<file path="src/rtl/flux_pkg.sv">
// Shared definitions for the multi-flux blocks: tag width derivation,
// flux index/vector types and the round-robin priority function.
package flux_pkg;

    // Widest flux count any multi-flux block is expected to use.
    localparam int MAX_FLUX = 32;

    typedef logic [MAX_FLUX-1:0]         flux_vec_t;
    typedef logic [$clog2(MAX_FLUX)-1:0] flux_idx_t;

    // Width of the tag field that carries a flux index (at least one bit).
    function automatic int tag_width(input int flux);
        return (flux <= 1) ? 1 : $clog2(flux);
    endfunction

    // One-hot grant of the first set request after ptr, searching
    // ptr+1, ptr+2, ... modulo flux. Returns zero when nothing is requested.
    function automatic flux_vec_t rr_grant(input flux_vec_t req,
                                           input flux_idx_t ptr,
                                           input int        flux);
        flux_vec_t g;
        logic      found;
        flux_idx_t idx;
        g     = '0;
        found = 1'b0;
        for (int i = 1; i <= MAX_FLUX; i++) begin
            if (i <= flux && !found) begin
                idx = flux_idx_t'((int'(ptr) + i) % flux);
                if (req[idx]) begin
                    g[idx] = 1'b1;
                    found  = 1'b1;
                end
            end
        end
        return g;
    endfunction

endpackage

</file>
<file path="src/rtl/flux_obuf.sv">
// Small register FIFO holding captured words until the downstream accepts
// them. The head entry is presented combinationally from storage.
module flux_obuf
    import flux_pkg::*;
#(
    parameter int W     = 8,
    parameter int DEPTH = 3,
    parameter int OCC_W = $clog2(DEPTH + 1)
) (
    input  logic             ck,
    input  logic             rst,
    input  logic             push,
    input  logic [W-1:0]     push_data,
    input  logic             pop,
    output logic [W-1:0]     head,
    output logic [OCC_W-1:0] occ
);

    localparam int PTR_W = (DEPTH > 1) ? $clog2(DEPTH) : 1;

    logic [W-1:0]     mem [DEPTH];
    logic [PTR_W-1:0] wr_ptr;
    logic [PTR_W-1:0] rd_ptr;

    function automatic logic [PTR_W-1:0] ptr_inc(input logic [PTR_W-1:0] p);
        return (p == PTR_W'(DEPTH - 1)) ? '0 : p + 1'b1;
    endfunction

    // Storage, pointers and occupancy; push and pop may happen together.
    always_ff @(posedge ck or negedge rst) begin
        if (!rst) begin
            for (int i = 0; i < DEPTH; i++) mem[i] <= '0;
            wr_ptr <= '0;
            rd_ptr <= '0;
            occ    <= '0;
        end else begin
            if (push) begin
                mem[wr_ptr] <= push_data;
                wr_ptr      <= ptr_inc(wr_ptr);
            end
            if (pop) rd_ptr <= ptr_inc(rd_ptr);
            case ({push, pop})
                2'b10:   occ <= occ + 1'b1;
                2'b01:   occ <= occ - 1'b1;
                default: occ <= occ;
            endcase
        end
    end

    assign head = mem[rd_ptr];

    // The issuing side's credit scheme must never let a push hit a full buffer.
    a_no_overflow: assert property (@(posedge ck) disable iff (!rst)
        push |-> (occ != OCC_W'(DEPTH)));

endmodule

</file>
<file path="src/rtl/flux_rr_drain.sv">
// Drains a multi-flux tagged FIFO: round-robin read issue under output
// buffer credit, capture of the read data one cycle later, tag strip/check
// and delivery on a valid/ready stream.
//
// Output handshake: a word transfers on every rising edge where out_valid
// and out_ready are both high. out_valid never depends on out_ready, and
// out_data/out_flux hold steady while out_valid is high and out_ready low.
module flux_rr_drain
    import flux_pkg::*;
#(
    parameter int WIDTH      = 8,
    parameter int FLUX       = 2,
    parameter int TAG_WIDTH  = tag_width(FLUX),
    parameter int OBUF_DEPTH = 3
) (
    input  logic                   ck,
    input  logic                   rst,
    input  logic [FLUX-1:0]        fifo_empty,
    input  logic [WIDTH-1:0]       fifo_dataout,
    output logic [FLUX-1:0]        fifo_rd,
    output logic [WIDTH-TAG_WIDTH-1:0] out_data,
    output logic [TAG_WIDTH-1:0]   out_flux,
    output logic                   out_valid,
    input  logic                   out_ready,
    output logic                   tag_err
);

    localparam int PW    = WIDTH - TAG_WIDTH;
    localparam int OCC_W = $clog2(OBUF_DEPTH + 1);

    logic [TAG_WIDTH-1:0] rr_ptr;
    logic [TAG_WIDTH-1:0] infl_id;
    logic                 infl_vld;
    logic [TAG_WIDTH-1:0] grant_idx;
    logic [FLUX-1:0]      grant;
    logic [OCC_W-1:0]     occ;
    logic [WIDTH-1:0]     head;
    logic                 credit_ok;
    logic                 issue;
    logic                 pop;

    // Words already owed to the buffer (queued plus in flight) bound the issue.
    assign credit_ok = (int'(occ) + int'(infl_vld)) < OBUF_DEPTH;

    // Round-robin choice among non-empty fluxes, starting after the last grant.
    always_comb begin
        grant = FLUX'(rr_grant(flux_vec_t'(~fifo_empty), flux_idx_t'(rr_ptr), FLUX));
    end

    // One-hot grant to index for the pointer and in-flight tag.
    always_comb begin
        grant_idx = '0;
        for (int i = 0; i < FLUX; i++) begin
            if (grant[i]) grant_idx = TAG_WIDTH'(i);
        end
    end

    // Reset also silences the strobe so a resetting FIFO sees no read.
    assign issue   = rst && credit_ok && (grant != '0);
    assign fifo_rd = issue ? grant : '0;

    // Arbiter pointer and in-flight read tracking.
    always_ff @(posedge ck or negedge rst) begin
        if (!rst) begin
            rr_ptr   <= TAG_WIDTH'(FLUX - 1);
            infl_vld <= 1'b0;
            infl_id  <= '0;
        end else begin
            infl_vld <= issue;
            if (issue) begin
                rr_ptr  <= grant_idx;
                infl_id <= grant_idx;
            end
        end
    end

    // Sticky flag for read data whose tag disagrees with the flux we read.
    always_ff @(posedge ck or negedge rst) begin
        if (!rst) begin
            tag_err <= 1'b0;
        end else if (infl_vld && (fifo_dataout[WIDTH-1 -: TAG_WIDTH] != infl_id)) begin
            tag_err <= 1'b1;
        end
    end

    assign pop = out_valid & out_ready;

    flux_obuf #(
        .W     (WIDTH),
        .DEPTH (OBUF_DEPTH),
        .OCC_W (OCC_W)
    ) u_obuf (
        .ck        (ck),
        .rst       (rst),
        .push      (infl_vld),
        .push_data ({infl_id, fifo_dataout[PW-1:0]}),
        .pop       (pop),
        .head      (head),
        .occ       (occ)
    );

    assign out_valid = (occ != '0);
    assign out_flux  = head[WIDTH-1 -: TAG_WIDTH];
    assign out_data  = head[PW-1:0];

endmodule

</file>
<file path="config.mk">
export PLATFORM = sky130hd
export DESIGN_NAME = flux_rr_drain
export DESIGN_NICKNAME = d
export VERILOG_FILES = /design/src/rtl/flux_pkg.sv /design/src/rtl/flux_obuf.sv /design/src/rtl/flux_rr_drain.sv
export SDC_FILE = /design/constraint.sdc
export NUM_CORES = 1
export LEC_CHECK = 0
export ABC_CLOCK_PERIOD_IN_PS = 2100
export BUFFER_PORTS_ARGS = -buffer_cell sky130_fd_sc_hd__buf_2
export CORE_ASPECT_RATIO = 1.1
export CORE_MARGIN = 10
export CORE_UTILIZATION = 35
export CTS_CLUSTER_DIAMETER = 120
export DETAILED_ROUTE_END_ITERATION = 7
export PLACE_DENSITY = 0.55
export SETUP_SLACK_MARGIN = 0.02
export SYNTH_ARGS = -nofsm -noshare
export SYNTH_HDL_FRONTEND = slang
export SYNTH_SLANG_ARGS = --single-unit
</file>
<file path="constraint.sdc">
create_clock -name ck -period 2.1 [get_ports ck]
set_clock_uncertainty 0.15 [all_clocks]
set_input_delay 0.42 -clock ck [delete_from_list [all_inputs] [get_ports ck]]
set_output_delay 0.42 -clock ck [all_outputs]
set_load 0.01 [all_outputs]
</file>
# After elaboration in Yosys (flattened, before gate mapping)
# Cells that the tools add are included.
# word_totals
inputBits	13
regBits	34
out_inout_bits	12
word_cells	69
# op_classes
n_addsub	7
eq_ne	5
n_mux	23
n_reduce_logical	9
n_bitwise	7
order_cmp	8
# op_table
operator	n
2-bit NOT with 32-bit output	1
24-bit bitwise mux	1
8-bit two-way mux	3
8-bit binary-select mux with 2-bit select	1
8-bit demux with 2-bit select	1
5-bit by 6-bit less-than comparator with 1-bit output (second input constant)	2
2-bit two-way mux	6
5-bit by 1-bit greater-or-equal comparator with 1-bit output (second input constant)	2
2-bit by 1-bit adder with 2-bit output (second input constant)	3
2-bit equality test (second input constant)	3
3-bit greater-or-equal comparator (second input constant)	2
1-bit logical AND	6
1-bit two-way mux	6
2-bit NOT with 3-bit output	2
2-bit nonzero test	3
1-bit binary-select mux with 2-bit select	2
1-bit demux with 2-bit select	2
2-bit one-hot mux with 2 select lines	1
2-bit by 1-bit adder with 3-bit output	1
3-bit by 1-bit less-than comparator with 1-bit output (second input constant)	1
3-bit by 2-bit less-than comparator with 1-bit output (second input constant)	1
1-bit adder (second input constant)	2
1-bit AND (first input constant)	2
2-bit by 1-bit equality test with 1-bit output (second input constant)	1
other kinds (4)	4

# Depth between registers and ports, before layout
# logic_depth
ltp_word	13
mapped_depth	6
depth_no_buf	6

# Cells and area by module
# A second synthesis with hierarchy kept.
# unflattened
hier_cells	122
area_unflattened_um2	1602.8
# by_module_without_submodules
mod	seq_area_each_um2	area_each_um2	cells_per_inst	n_inst
flux_obuf	750.7	1341.3	98	1
flux_rr_drain	101.3	261.5	24	1

# Least setup slack after synthesis
# Ideal clock, no wire load.
# synth_timing
kind	reg2out
from	register infl_vld
to	output port fifo_rd[0]
arrival_ns	1.635
slack_ns	-0.105
path_buffers	0
t_required_ns	1.530
stages_incl_launch_ff	6
cell_sequence	dfrtp_1 -> ha_1 -> ha_1 -> and2_1 -> or2_1 -> nor3_1
# synth_via
elab_chain_cells	5
# synth_lines
item	line_no	rtl
start, declared	flux_rr_drain.sv:33	logic infl_vld;
start signal, assigned	flux_rr_drain.sv:69	infl_vld <= issue;
2-bit by 1-bit adder with 3-bit output	flux_rr_drain.sv:43	assign credit_ok = (int'(occ) + int'(infl_vld)) < OBUF_DEPTH;
3-bit by 2-bit less-than comparator with 1-bit output	flux_rr_drain.sv:43	
1-bit logical AND (2 in a row)	flux_rr_drain.sv:59	assign issue = rst && credit_ok && (grant != '0);
2-bit two-way mux	flux_rr_drain.sv:60	assign fifo_rd = issue ? grant : '0;
end, declared	flux_rr_drain.sv:20	output logic [FLUX-1:0] fifo_rd,
# No other way between the ends.

# Final worst setup path
# layout_timing
from	register infl_vld
to	output port fifo_rd[1]
# The elaborated chain is that of the path after synthesis.

==> qor.txt <==
antenna viol nets, final -> 0
WP data required -> 1530 ps
Gate Count Post-Synth -> 126
clk sinks -> 34
Cell Count, Final, Fillers Out -> 222
die footprint -> 7540 µm²
# H-tree levels -> 2
unrepaired setup endpoints after global routing -> true
fraction of layout cells with a size suffix above 1 -> 49.4%
initial antenna violation count -> 0
hold_ws -> 66.0 ps
IO Pins -> 25
Post-DP HPWL -> 2.47 mm
actual slew at the worst max-slew pin -> 556 ps
Sw Share -> 35.6%
vias in the first global route -> 1175
Slowest cell on crit path -> dfrtp_1
n_diodes -> 0
MaxCap Viol Count -> 0
CTS tree -> yes
clk slew on worst S/H paths -> 70 ps
Top FF cell, synth -> dfrtp_1
CTS Buffer Depth -> 2
final-layout fill cell count -> 418
row cnt -> 25
DP Cell Count -> 212
number of remaining DRC errors -> 0
Iter 0 DRT Violations -> 43
cts hold-fix bufs -> 0
Final Power -> 3.17 mW
register area share after synthesis -> 54.6%
Bufs and invs on worst path -> 1
GRT Overall Usage -> 9.53%
Starting Density -> 36.2%
commonest non-fill, non-tap cell in the layout -> dfrtp_1
critical path, cell by cell -> ha_2 > ha_4 > and2_4 > or2_4 > nor3_4 > buf_2
post-synth cell types -> 29
worst-path fanout max -> 3
sequential power share -> 38.3%
violated checks -> negative setup slack
final WL -> 3.43 mm
Max rail drop VDD -> 609 µV
Die Y -> 90.1 µm
Switch Pwr -> 1.13 mW
final net count -> 183
Yosys warning count -> 0
P&R area growth vs syn -> 26.8%
final hold vios -> 0
Leak -> 0.898 nW
FMAX -> 438 MHz
port bufs -> 24
Avg WL per Cell -> 15.4 µm
CP startpoint kind -> flip-flop
count of final max-slew check failures -> 0
Min Clock Period, post-route -> 2280 ps
TritonRoute pass-1 iters -> 4
internal power -> 2.04 mW
Final setup violation count -> 2
status -> finished, violations left
DR vias -> 1102
first-pass GRT wire length -> 5.78 mm
largest net degree at the start of global routing -> 35
final setup margin -> -184 ps
Synth Register Bits -> 34
detail-routed via count per cell -> 4.96
PwrDens -> 1600 nW/µm²
Placer Congestion -> 0.740
chip width -> 83.7 µm
worst hold path type -> in -> async
Worst path top cell family by delay -> simple AND/OR/NAND/NOR gates
fin crit share -> 109%
Clock Latency Late Sink -> 290 ps
CP endpoint kind -> output pin
commonest cells after routing, fill and taps aside -> dfrtp_1 (32), buf_2 (24), mux2_2 (22)
mapped cell area -> 1560 µm²
power share of the combinational group -> 45.8%
data arrival time of the critical path -> 1710 ps
total negative setup slack -> -361 ps
syn_area_per_cell -> 12.4 µm²
number of synthesized flops with an enable pin -> 0
global route overflow -> 0
slew margin rel. -> 62.8%
Setup CP Type -> reg -> out
root buffer cell -> clkbuf_8
CP max stage delay -> 380 ps
syn nets -> 142
Post-synth ARST share -> 100%
Clk pwr share -> 15.9%
core footprint -> 4320 µm²
TritonCTS buffer count -> 5
==> sequential cells by signal, indices dropped and copies added, names as in the netlist <==
| signal | flops |
|---|---|
| u_obuf.occ | 2 |
| u_obuf.wr_ptr | 2 |
| rr_ptr | 1 |
| u_obuf.rd_ptr | 2 |
| tag_err | 1 |
| infl_vld | 1 |
| infl_id | 1 |
| u_obuf.mem | 24 |
==> kinds of logic (layout without fill, tap and decap cells) <==
family / after synthesis / in the layout / share of synthesized area [%]
flops: 34 / 34 / 54.6
mux: 30 / 30 / 21.0
simple gates: 27 / 27 / 9.94
compound gates: 21 / 21 / 8.09
buf+inv: 7 / 49 / 1.76
xor+xnor: 4 / 4 / 2.24
fa+ha+maj: 3 / 3 / 2.40
==> per-stage QoR <==
step | instance area [µm²] | utilization (%) | worst slack, ps
final | 1980 | 45.9 | -184
after global routing | 1980 | 45.9 | -249
after CTS | 1970 | 45.7 | -198
after detailed placement | 1850 | 42.8 | -6.39
after global placement | 1850 | 42.8 | 9.34
after floorplan | 1590 | - | 27.2
==> metal layers <==
metal	share of wire [%]	global-route usage, %	up-vias
met4	2.0	4.61	0
met2	51	15.8	24
met1	42	10.6	543
met5	0	0	-
met3	5.1	3.34	8
li1	-	-	527
==> cell usage after synthesis, types with 3 or more instances <==
| cell | n | share of area [%] |
|---|---|---|
| mux2i_1 | 8 | 5.1 |
| dfrtp_1 | 33 | 53 |
| o31ai_1 | 3 | 1.4 |
| ha_1 | 3 | 2.4 |
| inv_1 | 3 | 0.72 |
| o21ai_0 | 13 | 4.2 |
| mux2_2 | 22 | 16 |
| nand2_1 | 11 | 2.6 |
| nor3_1 | 3 | 0.96 |
==> what timing repair did <==
action                                  in CTS  in global routing
endpoints found under the setup margin       6                  2
pin swaps                                    4                  0
gates cloned                                 0                  0
resized for setup                            2                  1
setup buffers                                2                  0
==> final timing paths <==
check	from	to	slack, ps	cells past startpoint
min in group ck	fifo_empty[1]	rr_ptr$_DFFE_PN1P_	240	2
max in group asynchronous	rst	rr_ptr$_DFFE_PN1P_	1400	2
min	rst	u_obuf.mem[3]$_DFFE_PN0P_	70	2
min reg2reg	tag_err$_DFFE_PN0P_	tag_err$_DFFE_PN0P_	310	1
max	infl_vld$_DFF_PN0_	fifo_rd[1]	-180	6
max reg2reg	infl_vld$_DFF_PN0_	infl_id$_DFFE_PN0P_	240	6
==> power by group through the flow <==
stage / logic, mW / registers [mW] / clock network (mW)
finish: 1.45 / 1.22 / 0.505
floorplan: 0.949 / 1.16 / 0
global route: 1.61 / 1.26 / 0.556
CTS: 1.49 / 1.21 / 0.521
detailed placement: 1.43 / 1.22 / 0
global placement: 1.39 / 1.19 / 0
==> cell type report <==
| cell class | count | area, µm² | area share, % |
|---|---|---|---|
| flip-flops and latches | 34 | 853 | 43.1 |
| multi-input cells | 85 | 732 | 37.0 |
| repair buffers | 37 | 218 | 11.0 |
| clock buffers | 6 | 82.6 | 4.17 |
| well taps | 54 | 67.6 | 3.41 |
| inverters | 4 | 15.0 | 0.758 |
| clock inverters | 2 | 12.5 | 0.632 |
(Power assumes the default switching activity.)
